**src/rtl/ahb_ram_ctrl.sv**
```systemverilog
// AHB-Lite slave in front of a single-port banked SRAM (BLOCKS x 1K x 32).
// Reads are zero-wait, and writes commit in the data phase. A read that collides with a write data phase costs one stall.
module ahb_ram_ctrl #(
  parameter int BLOCKS = 4
) (
  input  logic        CLK,
  input  logic        RST,
  input  logic        HSEL,
  input  logic [31:0] HADDR,
  input  logic [1:0]  HTRANS,
  input  logic        HWRITE,
  input  logic [2:0]  HSIZE,
  input  logic [31:0] HWDATA,
  input  logic        HREADY,
  output logic        HREADYOUT,
  output logic        HRESP,
  output logic [31:0] HRDATA,
  output logic        ram_EN,
  output logic [3:0]  ram_WE,
  output logic [12:0] ram_A,
  output logic [31:0] ram_Di,
  input  logic [31:0] ram_Do
);

  typedef enum logic [2:0] {S_IDLE, S_RD, S_WR, S_STALL, S_ERR1, S_ERR2} state_t;

  state_t      state_q, state_d;
  logic [12:0] addr_q, addr_d;
  logic [3:0]  mask_q, mask_d;

  logic       acc, conflict, err, do_acc;
  logic [3:0] mask;
  logic       unused_ok;

  assign unused_ok = ^{HADDR[31:15], HTRANS[0]};

  assign acc      = HSEL & HTRANS[1] & HREADY;
  assign conflict = HSEL & HTRANS[1] & ~HWRITE;
  assign err      = ({1'b0, HADDR[14:12]} >= 4'(BLOCKS)) | (HSIZE >= 3'd3);

  always_comb begin
    case (HSIZE)
      3'd0:    mask = 4'b0001 << HADDR[1:0];
      3'd1:    mask = HADDR[1] ? 4'b1100 : 4'b0011;
      default: mask = 4'b1111;
    endcase
  end

  // Kept apart from the main comb block so HREADYOUT never depends on HREADY.
  assign HREADYOUT = !((state_q == S_ERR1) || ((state_q == S_WR) && conflict));
  assign HRESP     = (state_q == S_ERR1) || (state_q == S_ERR2);

  always_comb begin
    state_d = state_q;
    addr_d  = addr_q;
    mask_d  = mask_q;
    HRDATA  = '0;
    ram_EN  = 1'b0;
    ram_WE  = 4'b0000;
    ram_A   = HADDR[14:2];
    ram_Di  = '0;
    do_acc  = 1'b0;

    case (state_q)
      S_WR: begin
        ram_EN = 1'b1;
        ram_WE = mask_q;
        ram_A  = addr_q;
        ram_Di = HWDATA;
        if (conflict) state_d = S_STALL;
        else          do_acc  = 1'b1;
      end
      S_ERR1:  state_d = S_ERR2;
      S_RD: begin
        HRDATA = ram_Do;
        do_acc = 1'b1;
      end
      default: do_acc = 1'b1;
    endcase

    if (do_acc) begin
      state_d = S_IDLE;
      if (acc) begin
        if (err) begin
          state_d = S_ERR1;
        end else if (HWRITE) begin
          addr_d  = HADDR[14:2];
          mask_d  = mask;
          state_d = S_WR;
        end else begin
          ram_EN  = 1'b1;
          ram_WE  = 4'b0000;
          ram_A   = HADDR[14:2];
          state_d = S_RD;
        end
      end
    end

    // Keep the macro quiet for the whole reset window, including a dropped write.
    if (RST) begin
      ram_EN = 1'b0;
      ram_WE = 4'b0000;
    end
  end

  always_ff @(posedge CLK or posedge RST) begin
    if (RST) begin
      state_q <= S_IDLE;
      addr_q  <= '0;
      mask_q  <= '0;
    end else begin
      state_q <= state_d;
      addr_q  <= addr_d;
      mask_q  <= mask_d;
    end
  end

endmodule

```
**config.mk**
```make
export PLATFORM = sky130hd
export DESIGN_NAME = ahb_ram_ctrl
export DESIGN_NICKNAME = d
export VERILOG_FILES = /design/src/rtl/ahb_ram_ctrl.sv
export SDC_FILE = /design/constraint.sdc
export NUM_CORES = 1
export LEC_CHECK = 0
export ABC_CLOCK_PERIOD_IN_PS = 2100
export CORE_MARGIN = 3
export CORE_UTILIZATION = 24
export CTS_CLUSTER_SIZE = 16
export DETAILED_ROUTE_END_ITERATION = 7
export GPL_TIMING_DRIVEN = 0
export PLACE_DENSITY = 0.76
export SLEW_MARGIN = 40
export SYNTH_ARGS = -nofsm -noshare
export SYNTH_HDL_FRONTEND = slang
export SYNTH_SLANG_ARGS = --single-unit
```
**constraint.sdc**
```tcl
create_clock -name CLK -period 2.1 [get_ports CLK]
set_input_delay 0.63 -clock CLK [delete_from_list [all_inputs] [get_ports CLK]]
set_output_delay 0.63 -clock CLK [all_outputs]
set_load 0.02 [all_outputs]
```
## Yosys cells after proc, flatten, opt, wreduce, memory -nomap -nowiden

Cells that the tools add are included.

| word-level totals | value |
|---|---|
| input port bits | 106 |
| output and inout bits | 84 |
| flip-flop bits (word level) | 20 |

| cells by class | value |
|---|---|
| $lt $le $gt $ge | 2 |
| multiplexer cells | 29 |
| equality and inequality tests | 6 |
| bitwise logic cells | 6 |
| shift-type cells | 1 |
| reduce and logical (&&, ||, !) cells | 8 |

Operators with widths:

| cell | number |
|---|---|
| 13-bit 2-to-1 mux | 5 |
| 32-bit 2-to-1 mux | 2 |
| 4-bit 2-to-1 mux | 7 |
| 3-bit 2-to-1 mux | 4 |
| 4-bit one-hot mux with 2 select lines | 1 |
| 1-bit 2-to-1 mux | 7 |
| 3-bit by 1-bit equality test with 1-bit output (second input constant) | 2 |
| 3-bit equality test (second input constant) | 2 |
| 3-bit one-hot mux with 2 select lines | 1 |
| 4-bit AND reduction | 1 |
| 1-bit by 2-bit << shifter with 4-bit output (first input constant) | 1 |
| 1-bit bitwise AND | 3 |
| 3-bit by 2-bit equality test with 1-bit output (second input constant) | 1 |
| 3-bit by 2-bit greater-or-equal comparator with 1-bit output (second input constant) | 1 |
| 3-bit greater-or-equal comparator (second input constant) | 1 |
| 3-bit logical NOT | 1 |
| 3-bit != test (second input constant) | 1 |
| 3-bit nonzero test | 1 |
| 1-bit logical OR | 2 |
| 2-bit 2-to-1 mux | 1 |
| 1-bit inverter | 2 |
| 1-bit one-hot mux with 2 select lines | 1 |
| 2-bit AND reduction | 1 |
| 1-bit logical AND | 1 |
| other kinds (2) | 2 |

## Logic depth before layout (Yosys ltp)

Gate-level depths: netlist of run 1.

| depth | value |
|---|---|
| depth in word-level cells | 7 |
| depth in mapped cells | 5 |
| mapped depth without buffers | 3 |

## Worst setup path after synthesis of run 1

Ideal clock, no wire load.

| timing | value |
|---|---|
| path kind | in2out |
| start | input port HSIZE[1] |
| end | output port ram_EN |
| slack | -0.336 ns |
| arrival | 1.806 ns |
| stages | 3 |
| path through | a211o_4 -> o41a_1 -> nor3_1 |

| between the ends | value |
|---|---|
| word-level cells in the longest chain between the ends | 6 |

RTL lines:

| what | RTL line | source |
|---|---|---|
| start, declared | 12 | `input logic [2:0] HSIZE,` |
| 3-bit by 2-bit greater-or-equal comparator with 1-bit output | 39 | `assign err = ({1'b0, HADDR[14:12]} >= 4'(BLOCKS)) \| (HSIZE >= 3'd3);` |
| 1-bit OR | 39 |  |
| 1-bit 2-to-1 mux | 84 | `if (err) begin` |
| 1-bit 2-to-1 mux | 83 | `if (acc) begin` |
| 1-bit 2-to-1 mux | 81 | `if (do_acc) begin` |
| 1-bit 2-to-1 mux | 100 | `if (RST) begin` |
| end, declared | 18 | `output logic ram_EN,` |

Every way passes these cells.

## Worst setup path in the final report of run 1

| timing | value |
|---|---|
| start | register state_q[0] |
| end | output port ram_A[7] |

| between the ends | value |
|---|---|
| word-level cells in the longest chain between the ends | 6 |
| elaborated cells between the ends (all ways) | 8 |

RTL lines:

| what | RTL line | source |
|---|---|---|
| start, declared | 27 | `state_t state_q, state_d;` |
| start signal, assigned | 112 | `state_q <= state_d;` |
| 3-bit by 2-bit equality test with 1-bit output | 64 | `case (state_q)` |
| 13-bit 2-to-1 mux | 64 |  |
| 13-bit 2-to-1 mux | 86 | `end else if (HWRITE) begin` |
| 13-bit 2-to-1 mux | 84 |  |
| 13-bit 2-to-1 mux | 83 |  |
| 13-bit 2-to-1 mux * | 81 |  |
| end, declared | 20 | `output logic [12:0] ram_A,` |

Mark *: on every way between the ends. The rest lies on a longest branch, timed or not.

==> reports/qor.txt, run 1 <==
Setup Crit Path Kind -> flop to output pin
Num CTS Buffers -> 3
initial core utilization -> 25.59%
Max-Slew Margin vs Limit -> 64.79%
CP cell instances -> or3b_4 > clkbuf_8 > nand2_1 > nand2_1 > clkdlybuf4s15_2
Max Buffers Root-to-Sink -> 2
htree depth -> 1
wire per inst -> 15.69 um
CP Data Arrival Time -> 1700 ps
fraction of synthesized area in multiplexers -> 13.64%
Antenna Cells -> 0
DR vias -> 2059
XOR/XNOR Fraction of Synth Area -> 0%
Final Max Slew Viols -> 0
final setup margin -> -230.9 ps
Root Buffer -> clkbuf_8
setup violators final -> 81
Synth Area in Simple Gates -> 44.02%
most common cell after layout, fill and taps aside -> buf_6
maximum number of pins on one net before global-route repair -> 13
clock tree from TritonCTS -> yes
Max-cap violations -> 0
critical path required time -> 1470 ps
Worst Reg-to-Reg Cells -> 5
Seq. cell area -> 504.2 um2
most frequent cells in the layout -> 83 x buf_6, 78 x clkdlybuf4s50_1, 62 x and2_4
die area -> 7544 um2
antenna violations before repair -> 0
average size of a mapped cell -> 8.346 um2
vias in the first global route -> 2177
drt first-iter violations -> 25
Die Y -> 86.86 um
mean number of vias per cell -> 4.476
Seq cells post-synth -> 20
crit end category -> output pin
Pleak -> 1.945 nW
unrepaired setup endpoints after global routing -> true
layout cells sized above 1 -> 56.62%
outcome -> finished with violations
Congestion Overflow GR -> 0
core area -> 6131 um2
# rows -> 28
fin crit period -> 2331 ps
layout filler cell count -> 499
CTS Sinks -> 20
DP HPWL -> 5.261 mm
Unique masters post-synth -> 25
area of the multi-input gates -> 1206 um2
I/O pin cnt -> 190
worst r2r src -> state_q[2]$_DFFE_PP0P_
violated checks -> setup timing
layout overhead on the synthesized area -> 156.6%
Horiz. Die Dim -> 86.86 um
CTS clk-pin slew, worst paths -> 80 ps
crit-path max FO -> 10
drt pass-1 iters -> 5
DRT Wirelength -> 7.217 mm
R2R Setup Slk -> 220 ps
Pwr Density -> 641.7 nW/um2
clk_lat worst skew -> 260 ps
Critical-path top delay cell -> dfrtp_2
Ys Warns -> 0
most used cell, CP -> nand2_1
dominant cells by area after synthesis -> dfrtp_1 32%, and2_1 26%, nand2_1 9.8%, mux2_4 8.6%, mux2_2 5.0%
Post-Syn Instances -> 188
antenna-violating nets left -> 0
GRT Util Overall -> 17.66%
CP max stage delay -> 460 ps
VDD IR-drop max -> 0.5409 mV
first-pass GRT wire length -> 10.70 mm
Synth Area in Compound Gates -> 6.061%
global placement routability congestion -> 0.7696
Worst Skew -> 10.33 ps
Peak Freq -> 429.0 MHz
Port Buffers -> 171
area share of the largest cell type after synthesis -> 31.90%
Worst Hold Class -> input port to async pin
largest family of logic cells by synthesized area -> simple AND/OR/NAND/NOR gates
area leader, netlist -> dfrtp_1
crit share post-route -> 111.0%
post-synthesis cell area -> 1569 um2
net count reported at finish -> 492
CP startpoint kind -> flop
Synth Area in Adders -> 0%
DRC errors left -> 0
Synth Net Count -> 294
Final Hold Violating Endpoints -> 0
Slew @ Worst Pin -> 525.9 ps
total design power -> 2.584 mW
setup TNS -> -7671 ps
CTS Hold Bufs -> 0
reg2reg end -> addr_q[2]$_DFFE_PP0P_
Seq/Total Area, Yosys -> 31.90%
-- routing by layer --
| layer | track usage [%] | vias up | share of wire [%] |
|---|---|---|---|
| met5 | 0 | - | 0 |
| met4 | 3.541 | 0 | 0.73 |
| met3 | 4.163 | 4 | 6.9 |
| met2 | 32.02 | 83 | 56 |
| met1 | 21.13 | 972 | 36 |
| li1 | - | 1000 | - |
-- where the power goes --
part / leakage (nW) / switching [mW] / internal, mW / total (mW)
clock network: 0.0357 / 0.132 / 0.254 / 0.387
registers: 0.258 / 0.0847 / 0.490 / 0.574
logic: 1.65 / 0.659 / 0.964 / 1.62
-- final cells by class --
cell class | count | area share, %
plain buffers | 10 | 3.636
clock buffers | 3 | 1.025
clock inverters | 1 | 0.7458
inverters | 3 | 0.6215
multi-input cells | 154 | 29.96
flip-flops and latches | 20 | 12.52
well taps | 75 | 2.331
repair buffers | 193 | 49.01
repair inverters | 1 | 0.1554
-- worst max-delay path, delay by kind of cell (launching register included) --
kind / cells / cell delay (ps)
buffers and inverters: 2 / 420
DFF: 1 / 460
and+or+nand+nor: 3 / 570
-- sequential cells by signal (all words and copies together), names as in the netlist --
register / cells
addr_q: 13
mask_q: 4
state_q: 3
-- kinds of logic after synthesis --
kind of cell / Yosys count
buf+inv: 14
simple gates: 125
mux: 16
flops: 20
compound gates: 13
-- cells in the mapped netlist --
cell type,instances
nor3_4,1
nand2_1,41
nor2b_1,3
mux2_2,7
nor3b_2,1
mux2_4,9
o32a_1,1
dfrtp_1,20
o21ai_0,5
a211o_4,1
nand4_1,1
nor3b_1,2
a21oi_1,3
a21o_1,1
inv_1,3
and3_1,5
nor2_1,4
or3b_2,1
nor3_1,1
o311ai_0,1
buf_12,1
and2b_1,1
and2_1,64
clkbuf_1,10
o41a_1,1
-- how the worst max path moves through the flow --
stage                                 from         to  slack [ps]  cells after the start
detailed placement               HADDR[14]     ram_EN       -1150                      5
global placement                       RST  ram_WE[2]       -1230                      4
CTS                 state_q[2]$_DFFE_PP0P_     ram_EN        -280                      5
finish              state_q[0]$_DFFE_PP0P_   ram_A[7]        -230                      5
global route        state_q[2]$_DFFE_PP0P_     ram_EN        -290                      5
floorplan                         HSIZE[1]     ram_EN        -130                      3
-- stage by stage --
stage	util, %	setup WS (ps)	hold WS, ps	std cells	cell area, um2
floorplan	-	-132.3	464.2	188	1580
global placement	55.22	-1233	484.0	434	3386
detailed placement	55.22	-1146	488.7	434	3386
CTS	61.73	-284.3	511.8	456	3785
global route	65.67	-285.6	334.3	460	4026
finish	65.67	-230.9	330.9	460	4026
-- repair_timing --
action / 4_1_cts / 5_1_grt
buffers inserted: 15 / 2
hold endpoints to repair: 0 / 0
resized for setup: 538 / 88
gates cloned: 4 / 2
pin swaps: 10 / 44
setup endpoints to repair: 100 / 82
Power figures use the tool's default switching activity.
==> inputs of run 2 (changes only) <==
Settings changed: CAP_MARGIN set to 30.
==> results of run 2 <==
The final DEF is identical to that of run 1; final timing and power are the same.
